## config.mk

```make
export PLATFORM = sky130hd
export DESIGN_NAME = smoketest_tally
export DESIGN_NICKNAME = d
export VERILOG_FILES = /design/src/rtl/smoketest_tally_pkg.sv /design/src/rtl/smoketest_tally_sat_counter.sv /design/src/rtl/smoketest_tally.sv
export SDC_FILE = /design/constraint.sdc
export NUM_CORES = 1
export LEC_CHECK = 0
export ABC_AREA = 1
export CAP_MARGIN = 20
export CORE_ASPECT_RATIO = 2
export CORE_MARGIN = 10
export CORE_UTILIZATION = 46
export DETAILED_ROUTE_END_ITERATION = 7
export PLACE_DENSITY = 0.72
export SETUP_SLACK_MARGIN = 0.3
export SYNTH_ARGS = -nofsm -noshare
export SYNTH_HDL_FRONTEND = slang
export SYNTH_SLANG_ARGS = --single-unit
```

## constraint.sdc

```tcl
create_clock -name clk -period 1.2 [get_ports clk]
set_input_delay 0.12 -clock clk [delete_from_list [all_inputs] [get_ports clk]]
set_output_delay 0.12 -clock clk [all_outputs]
set_load 0.1 [all_outputs]
```

## src/rtl/smoketest_tally_pkg.sv

```systemverilog
// Shared definitions for the smoke-test result collector.
//   tally_state_e : collector FSM states (IDLE, IN_TEST, DONE)
//   CNT_W_DEFAULT : default width of every tally counter
//   sat_max()     : all-ones value of a counter of the given width
package smoketest_tally_pkg;

  typedef enum logic [1:0] {
    IDLE    = 2'd0,
    IN_TEST = 2'd1,
    DONE    = 2'd2
  } tally_state_e;

  localparam int CNT_W_DEFAULT = 8;

  function automatic logic [31:0] sat_max(input int width);
    sat_max = (width >= 32) ? 32'hFFFF_FFFF : ((32'd1 << width) - 32'd1);
  endfunction

endpackage

```

## src/rtl/smoketest_tally_sat_counter.sv

```systemverilog
// Saturating up-counter used for every tally.
// Ports:
//   clk : rising-edge clock
//   rst : synchronous active-high reset, clears q
//   inc : count one event this cycle
//   q   : current count, holds at 2^W-1 instead of wrapping
module sat_counter
  import smoketest_tally_pkg::*;
#(
  parameter int W = CNT_W_DEFAULT
) (
  input  logic         clk,
  input  logic         rst,
  input  logic         inc,
  output logic [W-1:0] q
);

  localparam logic [W-1:0] MAX = W'(sat_max(W));

  always_ff @(posedge clk) begin
    if (rst) begin
      q <= '0;
    end else if (inc && (q != MAX)) begin
      q <= q + W'(1);
    end
  end

endmodule

```

## src/rtl/smoketest_tally.sv

```systemverilog
// Smoke-test result collector. Consumes single-cycle event pulses from a
// smoke-test wrapper, keeps saturating tallies and produces a latched
// suite pass/fail verdict.
// Optional build macro: SMOKETEST_TIMEOUT_EN adds a per-test watchdog that
// force-closes a test as failed after TIMEOUT_CYCLES cycles in IN_TEST, and
// adds the timeouts output.
// Ports:
//   clk, rst          : clock, synchronous active-high reset
//   test_start/end    : open / close a test
//   error_evt/info_evt: ERROR and INFO events from the running test
//   suite_end         : all tests finished, enter terminal DONE
//   tests_run, tests_failed, errors_total, infos_total : saturating tallies
//   cur_test_failed   : open test has logged an error
//   in_test, suite_done : FSM is in IN_TEST / DONE
//   protocol_err      : sticky illegal-sequence flag
//   suite_pass        : verdict, meaningful while suite_done=1
//   timeouts          : (watchdog build only) force-close count
module smoketest_tally
  import smoketest_tally_pkg::*;
#(
  parameter int CNT_W          = CNT_W_DEFAULT,
  parameter int TIMEOUT_CYCLES = 1000
) (
  input  logic             clk,
  input  logic             rst,
  input  logic             test_start,
  input  logic             test_end,
  input  logic             error_evt,
  input  logic             info_evt,
  input  logic             suite_end,
  output logic [CNT_W-1:0] tests_run,
  output logic [CNT_W-1:0] tests_failed,
  output logic [CNT_W-1:0] errors_total,
  output logic [CNT_W-1:0] infos_total,
  output logic             cur_test_failed,
  output logic             in_test,
  output logic             protocol_err,
  output logic             suite_done,
`ifdef SMOKETEST_TIMEOUT_EN
  output logic [CNT_W-1:0] timeouts,
`endif
  output logic             suite_pass
);

  if (CNT_W < 1 || TIMEOUT_CYCLES < 1) begin : g_param_check
    $error("smoketest_tally: CNT_W and TIMEOUT_CYCLES must be >= 1");
  end

  tally_state_e state, state_next;
  logic cur_failed_next, proto_next, pass_next;
  logic inc_run, inc_fail, inc_err, inc_info;
  logic closing_bad;

  // An error arriving together with the closing event belongs to that test.
  assign closing_bad = cur_test_failed | error_evt;

`ifdef SMOKETEST_TIMEOUT_EN
  localparam int WD_W = $clog2(TIMEOUT_CYCLES + 1);
  logic [WD_W-1:0] wd;
  logic timeout_hit;
  logic restart;

  // A test_start while open reopens the test, so the watchdog restarts too.
  assign restart = (state == IN_TEST) && test_start && !suite_end;

  always_ff @(posedge clk) begin
    if (rst || state != IN_TEST || restart) begin
      wd <= '0;
    end else begin
      wd <= wd + WD_W'(1);
    end
  end
`endif

  always_comb begin
    state_next      = state;
    cur_failed_next = cur_test_failed;
    proto_next      = protocol_err;
    pass_next       = suite_pass;
    inc_run         = 1'b0;
    inc_fail        = 1'b0;
    inc_err         = 1'b0;
    inc_info        = 1'b0;
`ifdef SMOKETEST_TIMEOUT_EN
    timeout_hit     = 1'b0;
`endif
    case (state)
      IDLE: begin
        inc_err  = error_evt;
        inc_info = info_evt;
        if (error_evt || test_end) proto_next = 1'b1;
        // suite_end takes priority over a simultaneous test_start.
        if (suite_end) begin
          state_next = DONE;
        end else if (test_start) begin
          state_next      = IN_TEST;
          cur_failed_next = 1'b0;
        end
      end
      IN_TEST: begin
        inc_err  = error_evt;
        inc_info = info_evt;
        if (suite_end) begin
          // With test_end this is an orderly close; alone it aborts the test.
          inc_run         = 1'b1;
          inc_fail        = test_end ? closing_bad : 1'b1;
          if (!test_end) proto_next = 1'b1;
          cur_failed_next = 1'b0;
          state_next      = DONE;
        end else if (test_start) begin
          proto_next      = 1'b1;
          inc_run         = 1'b1;
          inc_fail        = 1'b1;
          cur_failed_next = 1'b0;
        end else if (test_end) begin
          inc_run         = 1'b1;
          inc_fail        = closing_bad;
          cur_failed_next = 1'b0;
          state_next      = IDLE;
`ifdef SMOKETEST_TIMEOUT_EN
        end else if (wd == WD_W'(TIMEOUT_CYCLES - 1)) begin
          inc_run         = 1'b1;
          inc_fail        = 1'b1;
          timeout_hit     = 1'b1;
          cur_failed_next = 1'b0;
          state_next      = IDLE;
`endif
        end else if (error_evt) begin
          cur_failed_next = 1'b1;
        end
      end
      default: begin
      end
    endcase
    // Verdict uses the tallies as they will be after this cycle's update.
    if (state != DONE && state_next == DONE) begin
      pass_next = (tests_failed == '0) && !inc_fail &&
                  ((tests_run != '0) || inc_run) && !proto_next;
    end
  end

  always_ff @(posedge clk) begin
    if (rst) begin
      state           <= IDLE;
      cur_test_failed <= 1'b0;
      protocol_err    <= 1'b0;
      suite_pass      <= 1'b0;
      in_test         <= 1'b0;
      suite_done      <= 1'b0;
    end else begin
      state           <= state_next;
      cur_test_failed <= cur_failed_next;
      protocol_err    <= proto_next;
      suite_pass      <= pass_next;
      in_test         <= (state_next == IN_TEST);
      suite_done      <= (state_next == DONE);
    end
  end

  sat_counter #(.W(CNT_W)) u_run  (.clk(clk), .rst(rst), .inc(inc_run),  .q(tests_run));
  sat_counter #(.W(CNT_W)) u_fail (.clk(clk), .rst(rst), .inc(inc_fail), .q(tests_failed));
  sat_counter #(.W(CNT_W)) u_err  (.clk(clk), .rst(rst), .inc(inc_err),  .q(errors_total));
  sat_counter #(.W(CNT_W)) u_info (.clk(clk), .rst(rst), .inc(inc_info), .q(infos_total));
`ifdef SMOKETEST_TIMEOUT_EN
  sat_counter #(.W(CNT_W)) u_tout (.clk(clk), .rst(rst), .inc(timeout_hit), .q(timeouts));
`endif

endmodule
```

==> summary.md, run 1 <==
| Metric | Value |
|---|---|
| Status | `stopped before the end` |
| Stop stage | `5_1_grt` |
| Error | `[ERROR DPL-0038] Utilization greater than 100%, impossible to legalize` |
| Clk sinks | `39` |
| Classification of the worst endpoint | `register data pin` |
| DIE HEIGHT | `roughly 120 µm` |
| Placer Congestion | `0.8489` |
| Synthesized cell area | `2161 µm²` |
| Async SR Flop Fraction | `0` |
| Syn_area_per_cell | `~6.7 µm²` |
| Most common cell in the synthesized netlist | `nand2_1` |
| Clock Path Buffers | `2` |
| DIE WIDTH | `68.47 µm` |
| Largest area contributor in the synthesized netlist | `dfxtp_1` |
| Total CTS buffers | `5` |
| Num rows | `35` |
| Level count of the clock H-tree | `2` |
| Synth unique cells | `26` |
| Post-Syn Nets | `about 340` |
| GRT repair_timing worst endpoint | `u_err.q[6]$_SDFFE_PP0P_/D` |
| Yosys warns | `0` |
| Initial core utilization | `0.4699` |
| Placed Instance Area | `3652 µm²` |
| Largest net degree at the start of global routing | `22` |
| EDFF count, synth | `0` |
| Hpwl dp | `5.194 mm` |
| Post-place setup slack | `-361.2 ps` |
| Synth area leaders | `dfxtp_1 36%, nand2_1 16%, inv_1 7.6%, a21oi_1 5.6%, nor2_1 5.4%` |
| Seq/Total Area, Yosys | `0.3613` |
| Area fraction of the dominant cell type after synthesis | `0.3613` |
| Prevailing post-synth register cell | `dfxtp_1` |
| Count of state elements after synthesis | `39` |
| Post-Syn Instances | `322` |
| List of most frequent post-synthesis cells | `94 x nand2_1, 44 x inv_1, 39 x dfxtp_1` |
| Post-CTS Hold Buffers | `0` |
| IO Count | `44` |
| Root Driver | `clkbuf_8` |
| Port Buffers | `43` |
-- per-stage QoR --
step,cells,hold WS [ps]
after floorplan,322,188.7
after global placement,470,490.4
after detailed placement,470,497.1
after CTS,502,387.1
-- kinds of logic after synthesis --
kind of cell    synth area share
compound gates            0.1297
xor+xnor                 0.04054
fa+ha+maj                0.03474
buf+inv                   0.1042
flops                     0.3613
simple gates              0.3295
-- what timing repair did --
item	4_1_cts
gates cloned	1
setup endpoints to repair	76
setup buffers	23
pin swaps	34
gates resized for setup	73
==> run 2: changes to the inputs <==
CORE_ASPECT_RATIO = not set   (was 2)
CORE_UTILIZATION = 40   (was 46)
PLACE_DENSITY = not set   (was 0.72)
PLACE_DENSITY_LB_ADDON = 0.15   (was not set)
SETUP_SLACK_MARGIN = not set   (was 0.3)
clock period = 1.6 ns   (was 1.2 ns; I/O delays follow)
==> summary.md, run 2 <==
| Metric | Value |
|---|---|
| Vias in the first global route | `roughly 2100` |
| Core Region | `5172 µm²` |
| WHS Path Cells | `1` |
| Dpl cells | `435 (-7.4%)` |
| Area Growth Syn to Fin | `48.87%` |
| Worst Setup Path Type | `reg2reg` |
| RSZ-0062 raised after global routing | `false` |
| DR pass1 iterations | `5` |
| Placer Congestion | `0.8395 (-1.1%)` |
| PwrDens | `658.4 nW/µm²` |
| Post-CTS setup buffers | `0 (-100%)` |
| Clk slew on worst S/H paths | `~80 ps` |
| Register area | `847.1 µm²` |
| Post-DRT Antenna Nets | `0` |
| Final WL | `5.160 mm` |
| Synth unique cells | `26 (unchanged)` |
| Fmax | `695.9 MHz` |
| Count of state elements after synthesis | `39 (unchanged)` |
| Yosys warns | `0 (unchanged)` |
| Flop pwr share | `0.485` |
| N_diodes | `0` |
| GR Overflow Total | `0` |
| Area fraction of the dominant cell type after synthesis | `0.3613 (unchanged)` |
| Seq/Total Area, Yosys | `0.3613 (unchanged)` |
| Clk sinks | `39 (unchanged)` |
| Worst Path Required | `about 1800 ps` |
| FF-to-FF Start | `u_err.q[0]` |
| # fillers | `433` |
| Root Driver | `clkbuf_8` |
| Hpwl dp | `3.951 mm (-24%)` |
| PostCTS Resize Cnt | `0 (-100%)` |
| Switching share of power | `0.3013` |
| Clk Latency, worst-skew pair | `290 ps` |
| Area of the multi-input gates | `between 1000 and 1500 µm²` |
| Die Footprint | `8742 µm²` |
| Slew margin rel. | `0.8181` |
| Nets | `385` |
| Setup_tns | `0 ps` |
| Total CTS buffers | `5 (unchanged)` |
| Initial core utilization | `0.4178 (-0.05218)` |
| IO Count | `44 (unchanged)` |
| DRC viols | `0` |
| Slew Limit Fails | `0` |
| Level count of the clock H-tree | `2 (unchanged)` |
| Port Buffers | `43 (unchanged)` |
| R2R cell count | `7` |
| Final Hold Viols | `0` |
| Post-Syn Instances | `322 (unchanged)` |
| Clock power frac | `0.327` |
| Final WS setup | `163.1 ps` |
| Synth area leaders | `dfxtp_1 36%, nand2_1 16%, inv_1 7.6%, a21oi_1 5.6%, nor2_1 5.4%` |
| CTS tree | `done` |
| CP max FO | `11` |
| First-pass GRT wire length | `9.114 mm` |
| Commonest non-fill, non-tap cell in the layout | `nand2_1` |
| DIE HEIGHT | `93.50 µm (-20%)` |
| List of most frequent post-synthesis cells | `94 x nand2_1, 44 x inv_1, 39 x dfxtp_1` |
| Min Hold Slack | `472.4 ps` |
| EDFF count, synth | `0 (unchanged)` |
| Startpoint types | `flop` |
| Leakage | `1.342 nW` |
| Vias | `2109` |
| Post-Syn Nets | `335 (unchanged)` |
| FF-to-FF End | `u_err.q[1]` |
| Comb power frac | `0.188` |
| Initial antenna violation count | `0` |
| Final cell count without fillers | `443` |
| Status | `completed` |
| Switching power | `approximately 0.00064 W` |
| Max_cap viols | `0` |
| Final Cycle Share | `0.8981` |
| Layout cell share with drive strength beyond 1 | `0.2869` |
| Clock Path Buffers | `2 (unchanged)` |
| Most common cell in the synthesized netlist | `nand2_1` |
| Async SR Flop Fraction | `0 (unchanged)` |
| Synthesized cell area | `2161 µm² (unchanged)` |
| Post-place setup slack | `-17.43 ps (+343.7 ps)` |
| Setup violators final | `0` |
| Routed len/inst | `11.65 µm` |
| Hold Path Sink | `u_info.q[0]` |
| Num rows | `26 (-26%)` |
| Worst Max-Slew Pin Slew | `272.8 ps` |
| Prevailing post-synth register cell | `dfxtp_1` |
| Critical Path AT | `1620 ps` |
| Final instance area | `3217 µm²` |
| Commonest non-fill, non-tap cells in the layout | `94 x nand2_1, 44 x inv_1, 37 x buf_12` |
| Syn_area_per_cell | `6.711 µm² (unchanged)` |
| Internal | `~0.0015 W` |
| Drt first-iter violations | `41` |
| CP endpoint kind | `flop` |
| Max rail drop VDD | `637.7 µV` |
| DIE WIDTH | `93.50 µm (+37%)` |
| Crit path time final | `1437 ps` |
| Largest net degree at the start of global routing | `22` |
| Min-delay worst type | `reg2reg` |
| Placed Instance Area | `3114 µm² (-15%)` |
| Total track usage | `0.1251` |
| Clock Skew | `5.635 ps` |
| Flop2flop setup slack | `roughly 160 ps` |
| Post-CTS Hold Buffers | `0 (unchanged)` |
| Vias per inst | `4.761` |
| Hold Startpoint | `u_info.q[0]` |
| Largest area contributor in the synthesized netlist | `dfxtp_1` |
==> run 2: through the flow <==
stage / utilization / total power, W
global placement: 0.6021 / 0.001444
CTS: 0.6197 / 0.002141
finish: 0.6219 / 0.002118
global route: 0.6219 / 0.002221
detailed placement: 0.6021 / 0.001449
floorplan: - / 0.001301
==> run 2: worst max-delay path: stages, from the launching register on <==
cell and delay [ps]:
dfxtp_4 380, ha_1 210, nand3_1 90, nor2_1 160, a21boi_2 90, buf_4 180
o21ai_0 160, nor2_1 60
==> run 2: area by class of cell <==
cell class	instances	area share
Clock buffer	7	0.02684
Clock inverter	1	0.001556
Inverter	46	0.05368
Multi-Input combinational cell	230	0.3621
Sequential cell	39	0.2633
Tap cell	70	0.02723
Timing Repair Buffer	50	0.2653
==> run 2: worst max-delay path by stage <==
stage / start / endpoint / slack [ps] / depth (start not counted)
floorplan: u_run.q[3] / u_run.q[3] / 2 / 7
global placement: suite_end / u_fail.q[0] / -7 / 10
detailed placement: suite_end / u_fail.q[7] / -20 / 10
CTS: u_run.q[0] / u_run.q[5] / 80 / 8
global route: u_run.q[0] / u_run.q[7] / 1 / 8
finish: u_err.q[0] / u_err.q[1] / 160 / 7
==> run 2: kinds of logic (layout without fill, tap and decap cells) <==
kind of cell               after synthesis  count (layout)  share of synthesized area
adders and majority gates                6               6                    0.03474
DFF                                     39              39                     0.3613
xor gates and xnor gates                10              10                    0.04054
and+or+nand+nor                        169             169                     0.3295
AOI/OAI and AO/OA                       45              45                     0.1297
buffers and inverters                   53             104                     0.1042
==> run 2: power groups by stage <==
stage / clock, W / combinational (W) / sequential (W)
after global routing: 0.000763 / 0.000426 / 0.00103
after CTS: 0.000715 / 0.000399 / 0.00103
after global placement: 0 / 0.000395 / 0.00105
after floorplan: 0 / 0.000125 / 0.00118
after detailed placement: 0 / 0.000399 / 0.00105
final: 0.000693 / 0.000397 / 0.00103
==> run 2: layer usage <==
layer | share of wire | global-route usage | up-vias
li1 | - | - | 1111
met1 | 0.44 | 0.1375 | 947
met2 | 0.48 | 0.2169 | 47
met3 | 0.070 | 0.05116 | 4
met4 | 0.0087 | 0.03342 | 0
met5 | 0 | 0 | -
Power figures use the tool's default switching activity.
==> run 3: changes to the inputs <==
ABC_CLOCK_PERIOD_IN_PS = 1600   (was not set)
TNS_END_PERCENT = 50   (was not set)
==> summary.md, run 3 (same netlist as run 2, synthesis figures left out) <==
| Metric | Value |
|---|---|
| Status | `completed` |
| Grt peak-use layer | `met2` |
| Min-delay worst type | `reg2reg` |
| Max_cap viols | `0 (unchanged)` |
| Final Hold Viols | `0 (unchanged)` |
| N_diodes | `0 (unchanged)` |
| Core Region | `5172 µm² (unchanged)` |
| Util after Layout | `0.6209 (-0.0009680)` |
| Initial antenna violation count | `0 (unchanged)` |
| Fmax | `689.6 MHz (-0.91%)` |
| DRC viols | `0 (unchanged)` |
| Setup violators final | `0 (unchanged)` |
| DR pass1 iterations | `4 (-1)` |
| Comb power frac | `0.195 (+0.007)` |
| Max rail drop VDD | `385.8 µV (-40%)` |
| CTS tree | `done` |
| Post-DRT Antenna Nets | `0 (unchanged)` |
| Critical Path AT | `1640 ps (+20 ps)` |
| Nets | `387 (+0.52%)` |
| Clock power frac | `0.307 (-0.020)` |
| Total CTS buffers | `5 (unchanged)` |
| Vias | `2112 (+0.14%)` |
| Hpwl dp | `3.985 mm (+0.86%)` |
| CP max-delay cell | `dfxtp_4` |
| CP max FO | `7 (-4)` |
| Tot Pwr | `0.002066 W (-2.4%)` |
| Clock Path Buffers | `2 (unchanged)` |
| Final WL | `5.152 mm (-0.16%)` |
| Leakage | `1.346 nW (+0.26%)` |
| Placer Congestion | `0.8753 (+4.3%)` |
| Startpoint types | `flop` |
| Post-place setup slack | `-14.26 ps (+3.178 ps)` |
| Vias in the first global route | `2050 (-0.34%)` |
| Total track usage | `0.1224 (-0.002657)` |
| Worst path most repeated cell | `nand2_1` |
| Die Footprint | `8742 µm² (unchanged)` |
| Crit path time final | `1450 ps (+13.21 ps)` |
| Flop pwr share | `0.498 (+0.013)` |
| Worst Max-Slew Pin Slew | `441.6 ps (+168.8 ps)` |
| Commonest non-fill, non-tap cell in the layout | `nand2_1` |
| Root Driver | `clkbuf_8` |
| RSZ-0062 raised after global routing | `false` |
| GR met3 Demand/Resource | `0.04716 (-0.003997)` |
| Clock Skew | `3.939 ps (-1.696 ps)` |
| Routed len/inst | `11.58 µm (-0.60%)` |
| Worst Setup Path Type | `reg2reg` |
| Crit path largest cell delay | `380 ps (about the same)` |
| Area Growth Syn to Fin | `48.64%` |
| DIE WIDTH | `93.50 µm (unchanged)` |
| PwrDens | `643.3 nW/µm² (-2.3%)` |
| Num rows | `26 (unchanged)` |
| IO Count | `44 (unchanged)` |
| Post-CTS setup buffers | `0 (unchanged)` |
| Met1 track demand over resource | `0.1453 (+0.007854)` |
| Min Hold Slack | `477.7 ps (+5.293 ps)` |
| Met2 Resource Use GR | `0.1995 (-0.01740)` |
| Clk Latency, worst-skew pair | `290 ps (about the same)` |
| Slew Limit Fails | `0 (unchanged)` |
| Internal | `0.001443 W (-2.5%)` |
| Final Cycle Share | `0.9063 (+0.008258)` |
| Layout cell share with drive strength beyond 1 | `0.2800 (-0.006863)` |
| Clk sinks | `39 (unchanged)` |
| Switching power | `0.0006236 W (-2.3%)` |
| Commonest non-fill, non-tap cells in the layout | `94 x nand2_1, 44 x inv_1, 37 x buf_12` |
| GR Overflow Total | `0 (unchanged)` |
| Initial core utilization | `0.4178 (unchanged)` |
| Drt first-iter violations | `73 (+78%)` |
| Level count of the clock H-tree | `2 (unchanged)` |
| Slew margin rel. | `0.7052 (-0.1129)` |
| Final WS setup | `149.9 ps (-13.21 ps)` |
| DIE HEIGHT | `93.50 µm (unchanged)` |
| Critical-path cell list | `ha_1 > nand3_1 > nor2_1 > a21boi_2 > buf_4 > nand2_1 > nand2_1 > nand2_1 > nor2_1` |
| Largest net degree at the start of global routing | `22 (unchanged)` |
| Vias per inst | `4.746 (-0.31%)` |
| CP endpoint kind | `flop` |
| Clk slew on worst S/H paths | `70 ps (about the same)` |
| Worst Path Required | `1790 ps (about the same)` |
| First-pass GRT wire length | `8.983 mm (-1.4%)` |
| Switching share of power | `0.3018 (+0.0005278)` |
| Port Buffers | `43 (unchanged)` |
run 3: cell types whose count changed in the layout (fill, tap and decap cells not counted):
cell / delta
buf_4: +2
dfxtp_1: +2
dfxtp_4: -2
clkbuf_1: +1
clkbuf_8: -1
nor2_1: +1
nor2_2: -1
run 3: power groups by stage:
stage / Clock (W) / Combinational, W / Sequential, W
after global routing: 0.000697 / 0.000430 / 0.00103
after CTS: 0.000668 / 0.000403 / 0.00103
after detailed placement: 0 / 0.000402 / 0.00105
after global placement: 0 / 0.000399 / 0.00105
after floorplan: 0 / 0.000125 / 0.00118
final: 0.000634 / 0.000402 / 0.00103
run 3: worst paths after layout:
| kind | cells after the start | slack, ps | from | end |
|---|---|---|---|---|
| worst min-delay path | 1 | 480 | u_err.q[0] | u_err.q[0] |
| worst min register to register | 1 | 480 | u_err.q[0] | u_err.q[0] |
| worst max-delay path | 9 | 150 | u_info.q[0] | u_info.q[6] |
| worst max register to register | 9 | 150 | u_info.q[0] | u_info.q[6] |
run 3: critical path: cells and delay by family (launching register included):
kind / cells / cell delay, ps
compound gates: 1 / 90
flops: 1 / 380
fa+ha+maj: 1 / 210
simple gates: 6 / 510
buf+inv: 1 / 160
run 3: cell type report:
| cell class | count | area [µm²] |
|---|---|---|
| clock inverter | 1 | 5.005 |
| tap | 70 | 87.58 |
| timing repair buffer | 52 | 868.3 |
| inverter | 46 | 172.7 |
| fill | 451 | 1961 |
| multi-input combinational | 230 | 1162 |
| clock buffer | 7 | 76.32 |
| sequential | 39 | 839.6 |
run 3: routing by layer:
metal	up-vias	part of all wire
met5	-	0
met4	0	0.011
met3	5	0.057
met2	43	0.47
met1	950	0.46
li1	1114	-
run 3: what timing repair did:
action                                  CTS  global route
hold buffers                              0             0
gates resized for setup                   0             1
endpoints found under the setup margin    0             2
run 3: through the flow:
step	area [µm²]	setup TNS (ps)	std cells
floorplan	2220	-81.54	322
detailed placement	3123	-32.12	437
finish	3212	0	445
global placement	3123	0	437
global route	3212	0	445
CTS	3204	0	445
==> run 4: changes to the inputs <==
ABC_CLOCK_PERIOD_IN_PS = 1250   (was 1600)
clock period = 1.25 ns   (was 1.6 ns; I/O delays follow)
==> summary.md, run 4 (same netlist as run 2, synthesis figures left out) <==
| Metric | Value |
|---|---|
| DR pass1 iterations | `5 (+1)` |
| Clock Skew | `6.958 ps (+3.019 ps)` |
| PwrDens | `722.2 nW/µm² (+12%)` |
| Commonest non-fill, non-tap cells in the layout | `82 x nand2_1, 50 x buf_4, 38 x inv_1` |
| Failing checks | `setup timing` |
| Max_cap viols | `0 (unchanged)` |
| Vias | `2359 (+12%)` |
| CTS tree | `done` |
| Met1 track demand over resource | `0.1637 (+0.01840)` |
| Num rows | `26 (unchanged)` |
| # fillers | `364 (-19%)` |
| Clock Path Buffers | `2 (unchanged)` |
| Fmax | `746.2 MHz (+8.2%)` |
| Core Region | `5172 µm² (unchanged)` |
| Met2 Resource Use GR | `0.2338 (+0.03422)` |
| Clk slew on worst S/H paths | `80 ps (about the same)` |
| Placed Instance Area | `3547 µm² (+14%)` |
| Tot Pwr | `0.002822 W (+37%)` |
| Slew Limit Fails | `0 (unchanged)` |
| IO Count | `44 (unchanged)` |
| Clk Latency, worst-skew pair | `290 ps (about the same)` |
| Commonest non-fill, non-tap cell in the layout | `nand2_1` |
| Total track usage | `0.1394 (+0.01691)` |
| Final WL | `6.290 mm (+22%)` |
| Final Hold Viols | `0 (unchanged)` |
| Crit path time final | `1340 ps (-110.0 ps)` |
| Leakage | `1.681 nW (+25%)` |
| Post-CTS Hold Buffers | `0 (unchanged)` |
| Final Cycle Share | `1.072 (+0.1658)` |
| CP max FO | `6 (-1)` |
| Nets | `438 (+13%)` |
| DRC viols | `0 (unchanged)` |
| CP endpoint kind | `flop` |
| Max rail drop VDD | `525.5 µV (+36%)` |
| Grt peak-use layer | `met2` |
| RSZ-0062 raised after global routing | `true` |
| Worst Max-Slew Pin Slew | `258.8 ps (-182.8 ps)` |
| Die Footprint | `8742 µm² (unchanged)` |
| Dpl cells | `477 (+9.2%)` |
| Port Buffers | `43 (unchanged)` |
| GR Overflow Total | `0 (unchanged)` |
| Setup violators final | `12 (+12)` |
| Clk sinks | `39 (unchanged)` |
| Routed len/inst | `12.68 µm (+9.5%)` |
| First-pass GRT wire length | `10.19 mm (+13%)` |
| WHS Path Cells | `3 (+2)` |
| Vias in the first global route | `2247 (+9.6%)` |
| Hpwl dp | `4.545 mm (+14%)` |
| Startpoint types | `flop` |
| Area Growth Syn to Fin | `80.83%` |
| Critical Path AT | `1510 ps (-130 ps)` |
| Post-DRT Antenna Nets | `0 (unchanged)` |
| Util after Layout | `0.7554 (+0.1345)` |
| Vias per inst | `4.756 (+0.21%)` |
| Status | `finished with violations` |
| Total CTS buffers | `5 (unchanged)` |
| Min Hold Slack | `228.4 ps (-249.3 ps)` |
| Slew margin rel. | `0.8268 (+0.1216)` |
| Final instance area | `3908 µm² (+22%)` |
| Worst Path Required | `1420 ps (-370 ps)` |
| R2R cell count | `8 (-1)` |
| Register area | `888.4 µm² (+5.8%)` |
| N_diodes | `0 (unchanged)` |
| Layout cell share with drive strength beyond 1 | `0.4718 (+0.1918)` |
| Final cell count without fillers | `496 (+11%)` |
| DIE WIDTH | `93.50 µm (unchanged)` |
| Final WS setup | `-90.14 ps (-240.0 ps)` |
| DIE HEIGHT | `93.50 µm (unchanged)` |
| Initial antenna violation count | `0 (unchanged)` |
| Worst Setup Path Type | `reg2reg` |
| Area of the multi-input gates | `1379 µm² (+19%)` |
| Root Driver | `clkbuf_8` |
| Drt first-iter violations | `82 (+12%)` |
| Largest net degree at the start of global routing | `18 (-18%)` |
| Placer Congestion | `0.9179 (+4.9%)` |
| Min-delay worst type | `in2reg` |
| Level count of the clock H-tree | `2 (unchanged)` |
| GR met3 Demand/Resource | `0.04956 (+0.002398)` |
| Initial core utilization | `0.4178 (unchanged)` |
[run 4: changes by cell type in the layout (fill, tap and decap cells not counted), sizes merged]
cell,previous run,this run
clkdlybuf4s50,6,2
dlymetal6s2s,0,3
dlygate4sd2,0,1
buf,46,96
nand2,99,100
[run 4: final timing paths]
check / startpoint / to / slack (ps)
worst max-delay path: u_run.q[1] / u_run.q[7] / -90
worst min-delay path: error_evt / cur_test_failed / 230
worst max register to register: u_run.q[1] / u_run.q[7] / -90
worst min register to register: u_fail.q[4] / u_fail.q[4] / 490
[run 4: per-stage QoR]
stage / worst slack [ps] / setup TNS, ps
finish: -90.14 / -624.5
global route: -153.9 / -2311
CTS: -53.59 / -380.0
detailed placement: -308.2 / -7292
global placement: -240.7 / -5867
floorplan: -216.6 / -6004
[run 4: what timing repair did]
action                                  CTS  global route
endpoints found under the setup margin   25            32
gates cloned                              0             1
hold endpoints to repair                  0             0
gates resized for setup                  20            39
pin swaps                                13            16
setup buffers                             2             8
[run 4: critical path, cell delays in order (launching register included)]
cell	delay (ps)
dfxtp_4	370
ha_4	150
nand2_4	50
inv_2	70
nand2_4	60
o21ai_4	260
inv_2	120
nand2_1	100
a21oi_2	50
[run 4: routing by layer]
metal	vias up	share of wire
met3	8	0.061
li1	1221	-
met5	-	0
met4	0	0.013
met1	1074	0.42
met2	56	0.51
[run 4: area by class of cell]
class,count,share of cell area
Clock buffer,7,0.02209
Clock inverter,1,0.001281
Tap cell,70,0.02241
Sequential cell,39,0.2273
Inverter,46,0.04547
Timing Repair Buffer,102,0.3285
Multi-Input combinational cell,231,0.3529
[run 4: where the power goes]
group | internal, W | leakage (nW) | switching [W]
registers | 0.00123 | 0.341 | 0.0000387
logic | 0.000271 | 1.29 | 0.000386
clock network | 0.000446 | 0.0482 | 0.000447
total | 0.00195 | 1.68 | 0.000872
